[src/rtl/nts_tx_arbiter_pkg.sv]
// Shared NTS definitions used by the TX arbiter, the dispatcher and the extractor.
//   nts_state_t    : arbiter FSM state encoding
//   NTS_LAST_WIDTH : default width of the bytes-in-last-word field
//   nts_idx_width  : width of an engine index, at least one bit
package nts_tx_arbiter_pkg;

  localparam int unsigned NTS_LAST_WIDTH = 4;

  typedef enum logic [1:0] {
    NTS_IDLE    = 2'd0,
    NTS_LOCKED  = 2'd1,
    NTS_RELEASE = 2'd2
  } nts_state_t;

  function automatic int unsigned nts_idx_width(input int unsigned n);
    return (n > 1) ? int'($clog2(n)) : 1;
  endfunction

endpackage

[src/rtl/nts_tx_arbiter_if.sv]
// Engine-side and extractor-side TX handshake bundle for the NTS TX arbiter.
// Modports:
//   master : the arbiter (reads engine status/data and extractor requests,
//            drives engine strobes and the muxed extractor view)
//   slave  : the environment (engines plus extractor)
interface nts_tx_arbiter_if #(
  parameter int unsigned ENGINES        = 4,
  parameter int unsigned MAC_DATA_WIDTH = 64,
  parameter int unsigned LAST_WIDTH     = nts_tx_arbiter_pkg::NTS_LAST_WIDTH
);

  logic [ENGINES-1:0]                engine_packet_available;
  logic [ENGINES-1:0]                engine_packet_read;
  logic [ENGINES-1:0]                engine_fifo_empty;
  logic [ENGINES-1:0]                engine_fifo_rd_en;
  logic [MAC_DATA_WIDTH*ENGINES-1:0] engine_fifo_rd_data;
  logic [LAST_WIDTH*ENGINES-1:0]     engine_bytes_last_word;

  logic                      extractor_packet_available;
  logic                      extractor_packet_read;
  logic                      extractor_fifo_empty;
  logic                      extractor_fifo_rd_en;
  logic [MAC_DATA_WIDTH-1:0] extractor_fifo_rd_data;
  logic [LAST_WIDTH-1:0]     extractor_bytes_last_word;

  modport master (
    input  engine_packet_available, engine_fifo_empty, engine_fifo_rd_data,
           engine_bytes_last_word, extractor_packet_read, extractor_fifo_rd_en,
    output engine_packet_read, engine_fifo_rd_en, extractor_packet_available,
           extractor_fifo_empty, extractor_fifo_rd_data, extractor_bytes_last_word
  );

  modport slave (
    output engine_packet_available, engine_fifo_empty, engine_fifo_rd_data,
           engine_bytes_last_word, extractor_packet_read, extractor_fifo_rd_en,
    input  engine_packet_read, engine_fifo_rd_en, extractor_packet_available,
           extractor_fifo_empty, extractor_fifo_rd_data, extractor_bytes_last_word
  );

endinterface

[src/rtl/nts_tx_arbiter_rr_select.sv]
// Round-robin selector: first set bit of avail scanning upward from ptr with wrap.
// Ports:
//   avail : per-engine request vector
//   ptr   : scan start index (0..ENGINES-1)
//   found : some bit of avail is set
//   idx   : index of the selected engine (0 when nothing found)
module nts_rr_select
  import nts_tx_arbiter_pkg::*;
#(
  parameter  int unsigned ENGINES = 4,
  localparam int unsigned IW      = nts_idx_width(ENGINES)
) (
  input  logic [ENGINES-1:0] avail,
  input  logic [IW-1:0]      ptr,
  output logic               found,
  output logic [IW-1:0]      idx
);

  int unsigned        pos;
  logic [ENGINES-1:0] rot;

  // Candidates are visited in priority order; the first hit wins.
  always_comb begin
    found = 1'b0;
    idx   = '0;
    pos   = 0;
    rot   = '0;
    for (int unsigned i = 0; i < ENGINES; i++) begin
      pos = 32'(ptr) + i;
      if (pos >= ENGINES) pos = pos - ENGINES;
      rot = avail >> pos;
      if (!found && rot[0]) begin
        found = 1'b1;
        idx   = IW'(pos);
      end
    end
  end

endmodule

[src/rtl/nts_tx_arbiter.sv]
// NTS TX arbiter: grants one engine at a time to the single TX extractor,
// round-robin, holding the grant until the packet completes or the engine
// withdraws it, followed by a one-cycle release gap.
// Ports:
//   i_clk, i_areset     : clock, asynchronous active-high reset
//   bus                 : engine/extractor handshake bundle (master view)
//   o_grant_valid       : a grant is held (LOCKED)
//   o_grant_index       : granted engine; holds its last value outside LOCKED
//   o_packets_forwarded : completed packets, wraps at 2^32
//   o_aborts            : grants abandoned by the engine, saturates at 0xFFFF
module nts_tx_arbiter
  import nts_tx_arbiter_pkg::*;
#(
  parameter  int unsigned ENGINES        = 4,
  parameter  int unsigned MAC_DATA_WIDTH = 64,
  parameter  int unsigned LAST_WIDTH     = NTS_LAST_WIDTH,
  localparam int unsigned IW             = nts_idx_width(ENGINES)
) (
  input  logic                 i_clk,
  input  logic                 i_areset,
  nts_tx_arbiter_if.master     bus,
  output logic                 o_grant_valid,
  output logic [IW-1:0]        o_grant_index,
  output logic [31:0]          o_packets_forwarded,
  output logic [15:0]          o_aborts
);

  nts_state_t    state;
  logic [IW-1:0] rr_ptr;
  logic [IW-1:0] next_ptr;
  logic [IW-1:0] sel_idx;
  logic          sel_found;
  logic          locked;
  logic          granted_avail;

  assign locked = (state == NTS_LOCKED);

  nts_rr_select #(.ENGINES(ENGINES)) u_rr_select (
    .avail (bus.engine_packet_available),
    .ptr   (rr_ptr),
    .found (sel_found),
    .idx   (sel_idx)
  );

  // Next scan starts just past the engine that was served.
  assign next_ptr = (o_grant_index == IW'(ENGINES - 1)) ? '0 : o_grant_index + IW'(1);

  // Route the granted engine to the extractor and the extractor strobes back;
  // outside LOCKED the extractor sees an empty, idle source.
  always_comb begin
    bus.engine_fifo_rd_en          = '0;
    bus.engine_packet_read         = '0;
    bus.extractor_packet_available = 1'b0;
    bus.extractor_fifo_empty       = 1'b1;
    bus.extractor_fifo_rd_data     = '0;
    bus.extractor_bytes_last_word  = '0;
    granted_avail                  = 1'b0;
    for (int unsigned e = 0; e < ENGINES; e++) begin
      if (locked && (o_grant_index == IW'(e))) begin
        bus.engine_fifo_rd_en[e]       = bus.extractor_fifo_rd_en;
        bus.engine_packet_read[e]      = bus.extractor_packet_read;
        granted_avail                  = bus.engine_packet_available[e];
        bus.extractor_packet_available = bus.engine_packet_available[e];
        bus.extractor_fifo_empty       = bus.engine_fifo_empty[e];
        bus.extractor_fifo_rd_data     = bus.engine_fifo_rd_data[MAC_DATA_WIDTH*e +: MAC_DATA_WIDTH];
        bus.extractor_bytes_last_word  = bus.engine_bytes_last_word[LAST_WIDTH*e +: LAST_WIDTH];
      end
    end
  end

  // Arbitration FSM with registered status outputs.
  always_ff @(posedge i_clk or posedge i_areset) begin
    if (i_areset) begin
      state               <= NTS_IDLE;
      rr_ptr              <= '0;
      o_grant_valid       <= 1'b0;
      o_grant_index       <= '0;
      o_packets_forwarded <= '0;
      o_aborts            <= '0;
    end else begin
      case (state)
        NTS_IDLE: begin
          if (sel_found) begin
            state         <= NTS_LOCKED;
            o_grant_valid <= 1'b1;
            o_grant_index <= sel_idx;
          end
        end
        NTS_LOCKED: begin
          // Completion takes priority over a simultaneous availability drop.
          if (bus.extractor_packet_read) begin
            state               <= NTS_RELEASE;
            o_grant_valid       <= 1'b0;
            rr_ptr              <= next_ptr;
            o_packets_forwarded <= o_packets_forwarded + 32'd1;
          end else if (!granted_avail) begin
            state         <= NTS_RELEASE;
            o_grant_valid <= 1'b0;
            rr_ptr        <= next_ptr;
            if (o_aborts != 16'hFFFF) o_aborts <= o_aborts + 16'd1;
          end
        end
        NTS_RELEASE: begin
          state <= NTS_IDLE;
        end
        default: begin
          state         <= NTS_IDLE;
          o_grant_valid <= 1'b0;
        end
      endcase
    end
  end

endmodule

[src/flat_wrapper.sv]
// flat-port wrapper written by rule: the top's interface ports become plain ports
module nts_tx_arbiter_flat import nts_tx_arbiter_pkg::*;
#(
  parameter  int unsigned ENGINES        = 4,
  parameter  int unsigned MAC_DATA_WIDTH = 64,
  parameter  int unsigned LAST_WIDTH     = NTS_LAST_WIDTH,
  localparam int unsigned IW             = nts_idx_width(ENGINES)
)
  (i_clk, i_areset, o_grant_valid, o_grant_index, o_packets_forwarded, o_aborts, bus_engine_packet_available, bus_engine_fifo_empty, bus_engine_fifo_rd_data, bus_engine_bytes_last_word, bus_extractor_packet_read, bus_extractor_fifo_rd_en, bus_engine_packet_read, bus_engine_fifo_rd_en, bus_extractor_packet_available, bus_extractor_fifo_empty, bus_extractor_fifo_rd_data, bus_extractor_bytes_last_word);
  nts_tx_arbiter_if #(.ENGINES(ENGINES), .MAC_DATA_WIDTH(MAC_DATA_WIDTH), .LAST_WIDTH(LAST_WIDTH)) bus_i ();
  input  logic i_clk;
  input  logic i_areset;
  output logic o_grant_valid;
  output logic [IW-1:0] o_grant_index;
  output logic [31:0] o_packets_forwarded;
  output logic [15:0] o_aborts;
  input wire logic [$bits(bus_i.engine_packet_available)-1:0] bus_engine_packet_available;
  input wire logic [$bits(bus_i.engine_fifo_empty)-1:0] bus_engine_fifo_empty;
  input wire logic [$bits(bus_i.engine_fifo_rd_data)-1:0] bus_engine_fifo_rd_data;
  input wire logic [$bits(bus_i.engine_bytes_last_word)-1:0] bus_engine_bytes_last_word;
  input wire logic [$bits(bus_i.extractor_packet_read)-1:0] bus_extractor_packet_read;
  input wire logic [$bits(bus_i.extractor_fifo_rd_en)-1:0] bus_extractor_fifo_rd_en;
  output wire logic [$bits(bus_i.engine_packet_read)-1:0] bus_engine_packet_read;
  output wire logic [$bits(bus_i.engine_fifo_rd_en)-1:0] bus_engine_fifo_rd_en;
  output wire logic [$bits(bus_i.extractor_packet_available)-1:0] bus_extractor_packet_available;
  output wire logic [$bits(bus_i.extractor_fifo_empty)-1:0] bus_extractor_fifo_empty;
  output wire logic [$bits(bus_i.extractor_fifo_rd_data)-1:0] bus_extractor_fifo_rd_data;
  output wire logic [$bits(bus_i.extractor_bytes_last_word)-1:0] bus_extractor_bytes_last_word;
  assign bus_i.engine_packet_available = bus_engine_packet_available;
  assign bus_i.engine_fifo_empty = bus_engine_fifo_empty;
  assign bus_i.engine_fifo_rd_data = bus_engine_fifo_rd_data;
  assign bus_i.engine_bytes_last_word = bus_engine_bytes_last_word;
  assign bus_i.extractor_packet_read = bus_extractor_packet_read;
  assign bus_i.extractor_fifo_rd_en = bus_extractor_fifo_rd_en;
  assign bus_engine_packet_read = bus_i.engine_packet_read;
  assign bus_engine_fifo_rd_en = bus_i.engine_fifo_rd_en;
  assign bus_extractor_packet_available = bus_i.extractor_packet_available;
  assign bus_extractor_fifo_empty = bus_i.extractor_fifo_empty;
  assign bus_extractor_fifo_rd_data = bus_i.extractor_fifo_rd_data;
  assign bus_extractor_bytes_last_word = bus_i.extractor_bytes_last_word;
  nts_tx_arbiter #(.ENGINES(ENGINES), .MAC_DATA_WIDTH(MAC_DATA_WIDTH), .LAST_WIDTH(LAST_WIDTH)) u_core (.i_clk(i_clk), .i_areset(i_areset), .bus(bus_i), .o_grant_valid(o_grant_valid), .o_grant_index(o_grant_index), .o_packets_forwarded(o_packets_forwarded), .o_aborts(o_aborts));
endmodule
[config.mk]
export PLATFORM = sky130hd
export DESIGN_NAME = nts_tx_arbiter_flat
export DESIGN_NICKNAME = d
export VERILOG_FILES = /design/src/rtl/nts_tx_arbiter_pkg.sv /design/src/rtl/nts_tx_arbiter_if.sv /design/src/rtl/nts_tx_arbiter_rr_select.sv /design/src/rtl/nts_tx_arbiter.sv /design/src/flat_wrapper.sv
export SDC_FILE = /design/constraint.sdc
export NUM_CORES = 1
export LEC_CHECK = 0
export ABC_AREA = 1
export CAP_MARGIN = 20
export CORE_AREA = 2 2 161 163
export CTS_CLUSTER_DIAMETER = 120
export DETAILED_ROUTE_END_ITERATION = 12
export DIE_AREA = 0 0 163 165
export PLACE_DENSITY = 0.65
export SKIP_LAST_GASP = 1
export SYNTH_ARGS = -nofsm -noshare
export SYNTH_HDL_FRONTEND = slang
export SYNTH_HIERARCHICAL = 1
export SYNTH_SLANG_ARGS = --single-unit
[constraint.sdc]
create_clock -name i_clk -period 3.25 [get_ports i_clk]
set_clock_uncertainty 0.2 [all_clocks]
set_input_delay 0.4875 -clock i_clk [delete_from_list [all_inputs] [get_ports i_clk]]
set_output_delay 0.4875 -clock i_clk [all_outputs]
set_load 0.01 [all_outputs]
== Word level (Yosys, flattened, before mapping) ==
Index checks and enable logic that the tools add are counted.
Widths: inputs -> output; s select.
Storage, ports and cells
  bits in latches: 0
  output and inout port bits: 129
  input port bits: 284
  word-level logic and storage cells: 101
  flip-flop bits (word level): 55
  ROM bits: 0
  bits in writable memories: 0
  memories kept: 0
Operators by class
  $lt $le $gt $ge: 4
  bitwise operators: 3
  $add $sub $neg: 10
  equal/unequal tests: 9
  muxes and demuxes: 47
  divide/modulo/power cells: 0
  shifts and indexed selects: 4
  $mul: 0
  reduce and logical (&&, ||, !) cells: 18
Operators with widths (number)
  $mux 64: 4
  $mux 32: 4
  $shr 4x32->1: 4
  $add 32x1->32 const B: 1
  $mux 1: 23
  $mux 2: 10
  $add 16x1->16 const B: 1
  $mux 4: 4
  $ne 16x16->1 const B: 1
  $sub 3x3->4 const B: 3
  $ge 3x3->1 const B: 3
  $reduce_and 2->1: 4
  $logic_and 1x1->1: 7
  $add 2x2->3 const B: 2
  $eq 2x2->1 const B: 3
  $eq 2x1->1 const B: 2
  $logic_not 2->1: 2
  $pmux 2 s2: 1
  $reduce_and 4->1: 1
  $sub 2x3->4 const B: 1
  $add 2x1->3 const B: 1
  $ge 2x3->1 const B: 1
  $logic_not 1->1: 3
  $ne 3x3->1 const B: 1
  6 further kinds: 8

== Longest topological paths before layout ==
  depth after elaboration: 15
  mapped depth: 12
  gate-level depth less buffers: 11

== Hierarchy ==
The synthesis kept the hierarchy.
Modules (own cells, without submodules)
  nts_tx_arbiter: sequential area each 1376.3 sq um, times used 1, area an instance 5644.2 sq um, cells each 981
  nts_rr_select: sequential area each 0.0 sq um, times used 1, area an instance 351.6 sq um, cells each 54

== Worst setup path after synthesis ==
Ideal clock, no wire load.
  path type: register -> output
  start: register u_core.o_grant_index[1]
  end: output port bus_extractor_fifo_rd_data[54]
  arrival: 1730 ps
  required time: 2562 ps
  setup slack: 833 ps
  cell stages (with the launch flop): 10
  buffers on the path: 3
  cells stage by stage: dfrtp_1 > inv_1 > ha_1 > buf_2 > buf_2 > clkbuf_1 > nand3_1 > o21ai_1 > nand2_1 > a31oi_1
On the way
  longest elaborated chain between the ends: 6
RTL lines
  start: declaration: RTL line nts_tx_arbiter.sv:23  | output logic [IW-1:0] o_grant_index,
  start signal: assignment: RTL line nts_tx_arbiter.sv:86  | o_grant_index <= sel_idx;
  $logic_not 2->1: RTL line nts_tx_arbiter.sv:59  | if (locked && (o_grant_index == IW'(e))) begin
  $logic_and 1x1->1: RTL line nts_tx_arbiter.sv:59
  $mux 64 (3 in series): RTL line nts_tx_arbiter.sv:59
  $mux 64 *: RTL line nts_tx_arbiter.sv:59
  end: declaration: RTL line flat_wrapper.sv:27  | output wire logic [$bits(bus_i.extractor_fifo_rd_data)-1:0] bus_extractor_fifo_rd_data;
Every way passes the cells marked *; elsewhere a longest branch is shown, timed or not.

== Final worst setup path ==
  start: register u_core.o_grant_index[0]
  end: output port bus_extractor_fifo_rd_data[48]
Same word-level chain as after synthesis.

==> metrics.txt <==
drt total wl 33.64 mm; post-synthesis cell count 1035; r2r startpoint u_core/rr_ptr[0]; I/O pin count 413; dpl cells 1751; clk buf depth 2; Final Hold Fails 0; minimum clock period after layout 3.165 ns; chip height 165 um; Total GRT Usage 22.98%; vias in the first global route 7763; initial antenna violation count 10; mapped cell area 0.005996 sq mm; asr flop ratio synth 100.0%; CP Capture Point bus_extractor_fifo_rd_data[48]; required time of the critical path 2.56 ns; Post-DP HPWL 26.20 mm; CTS tree done; H-tree Lvls 2; Root Driver clkbuf_16; Syn Area/Cell 5.793 sq um; die width 163 um; Worst Setup Start Kind register; worst skew pair latency 0.30 ns; Slew HR 64.89%; Arr. time, crit path 2.48 ns; Yosys reg bits 55; crit end category primary output; Worst VDD drop 0.2795 mV; worst reg2reg setup slack 0.85 ns; area delta synth->final 83.83%; # hold bufs at CTS 0; DRT Pass-1 Iters 5; MaxCap Viol Count 0; GR Util met1 28.77%; met3 Track Usage GR 6.027%; Num Clock Sinks 55; worst reg2reg endpoint u_core/o_grant_index[0]; total global routing overflow 0; met2 GRT Util 38.35%; starting density of the core 23.95%; DR WL/cell 18.97 um; Final #Nets 1728; R2R depth 10; worst setup path startpoint u_core/o_grant_index[0]; ys flop type dfrtp_1; core area 0.02504 sq mm; Leak 4.941 nW; clk slew on worst S/H paths 0.08 ns; f_max 0.3160 GHz; Hold Crit Class in2async; count of final setup violators 0; die area 0.02690 sq mm; layout cells sized above 1 6.058%; gr busiest metal met2; row count 58; Seq/Total Area, Yosys 22.95%; Worst Tran Pin Value 0.5266 ns; Final WS setup 0.08520 ns; CP max FO 32; Place WS 0.1470 ns; status finished, final reports clean; Post-route DRC 0; Vias/cell 4.764; RePlAce Congestion 1.081; final cell count without fillers 1773; CTS Buf Count 5; Post-synth EDFFs 0; Synth Warn # 6; Port-buffer cells 412; final-report max-slew violation count 0; syn_nets 1328; Synth cell types 33; Tcrit/Tclk final 97.38%; Setup CP Type reg2out; first-pass GRT wire length 47.04 mm; antenna-violating nets left 0; Power Density 548.4 mW/mm^2; RSZ-0062 raised after global routing true; Initial DRC Count 655; via count 8447; largest net degree at the start of global routing 58
==> repair_timing <==
| action | 4_1_cts | 5_1_grt |
|---|---|---|
| buffers inserted | 0 | 4 |
| pin swaps | 0 | 1 |
| cloned | 1 | 2 |
| gates resized for setup | 9 | 35 |
| endpoints found under the setup margin | 50 | 60 |
==> how the worst min path moves through the flow <==
stage          slack, ns                            from                              to  depth (start not counted)
2_1_floorplan       0.32  u_core/o_packets_forwarded[30]  u_core/o_packets_forwarded[30]                          1
3_3_place_gp        0.30  u_core/o_packets_forwarded[30]  u_core/o_packets_forwarded[30]                          1
3_5_place_dp        0.30  u_core/o_packets_forwarded[30]  u_core/o_packets_forwarded[30]                          1
4_1_cts             0.31                        i_areset  u_core/o_packets_forwarded[14]                          2
5_1_grt             0.34  u_core/o_packets_forwarded[30]  u_core/o_packets_forwarded[30]                          1
6_report            0.29                        i_areset  u_core/o_packets_forwarded[14]                          2
==> report_power, final <==
group / internal (mW) / switching [mW]
combinational: 2.08 / 2.38
sequential: 0.795 / 0.172
clock: 0.367 / 0.259
total: 3.24 / 2.81
==> sequential cells by signal (all words and copies together), names as in the netlist <==
| name | flops |
|---|---|
| u_core/o_grant_valid | 1 |
| u_core/state | 2 |
| u_core/o_packets_forwarded | 32 |
| u_core/rr_ptr | 2 |
| u_core/o_aborts | 16 |
| u_core/o_grant_index | 2 |
==> layout by cell type, fill, tap and decap left out, drive strengths merged <==
| cell type | count |
|---|---|
| nor2 | 140 |
| a31oi | 70 |
| dlygate4sd2 | 4 |
| a21oi | 4 |
| clkinvlp | 1 |
| and2 | 1 |
| dlymetal6s2s | 17 |
| buf | 34 |
| xnor2 | 13 |
| nand2 | 317 |
| nand3b | 5 |
| diode | 7 |
| nand3 | 105 |
| nand4 | 11 |
| nor3 | 14 |
| clkbuf | 7 |
| clkinv | 2 |
| bufinv | 1 |
| bufbuf | 1 |
| inv | 135 |
| dfrtp | 55 |
| xor2 | 24 |
| or2 | 1 |
| o21ai | 74 |
| ha | 9 |
| clkdlybuf4s50 | 391 |
==> through the flow <==
stage | power, mW | instance area, sq um | hold WS (ns) | utilization, % | setup TNS (ns)
2_1_floorplan | 3.052 | 5996 | 0.3244 | - | 0
3_3_place_gp | 5.268 | 10620 | 0.2983 | 42.41 | 0
3_5_place_dp | 5.279 | 10620 | 0.2977 | 42.41 | 0
4_1_cts | 6.004 | 10830 | 0.3076 | 43.27 | 0
5_1_grt | 6.428 | 11010 | 0.3405 | 43.99 | -0.1964
6_report | 6.044 | 11020 | 0.2944 | 44.02 | 0
==> final cells by class <==
class / count / area, sq um
multi-input cells: 788 / 3867
flip-flops and latches: 55 / 1378
clock inverters: 3 / 46.29
inverters: 136 / 535.5
fillers: 2555 / 14010
diodes: 7 / 17.52
repair buffers: 449 / 4639
well taps: 330 / 412.9
clock buffers: 5 / 125.1
==> worst max-delay path, cell delays in order (launching register included) <==
cell and delay [ns]:
dfrtp_1 0.43, inv_1 0.10, ha_1 0.20, inv_1 0.11, nor2_4 0.05, buf_12 0.14
clkinv_8 0.14, buf_4 0.16, nand2_1 0.07, a31oi_1 0.14, clkdlybuf4s50_1 0.61
==> metal layers <==
metal / share of wire, % / routed length, um / up-vias
met5: 0.13 / 45 / -
met2: 47 / 15960 / 348
met4: 2.5 / 841 / 6
met1: 41 / 13830 / 3911
met3: 8.8 / 2962 / 52
li1: - / - / 4130
==> logic make-up after synthesis <==
logic type / share of synthesized area (%)
buf+inv: 12.98
fa+ha+maj: 1.878
simple gates: 42.90
flops: 22.95
compound gates: 13.88
xor+xnor: 5.405
==> Yosys cell counts (4+ instances only) <==
library cell,count,area share (%)
o21ai_1,9,0.75
nand2_2,9,0.94
nand3_1,101,8.4
nor3_1,14,1.2
buf_1,5,0.31
dfrtp_1,55,23
a31oi_1,70,7.3
inv_1,131,8.2
o21ai_0,65,5.4
ha_1,9,1.9
nand3b_1,5,0.63
nand2_4,5,0.94
buf_2,20,1.7
nand2_1,303,19
nor2_2,4,0.42
nand4_1,10,1.0
xnor2_1,13,1.9
clkbuf_1,28,1.8
nor2_1,132,8.3
xor2_1,24,3.5
No activity file was read; power rests on OpenSTA's default activity.
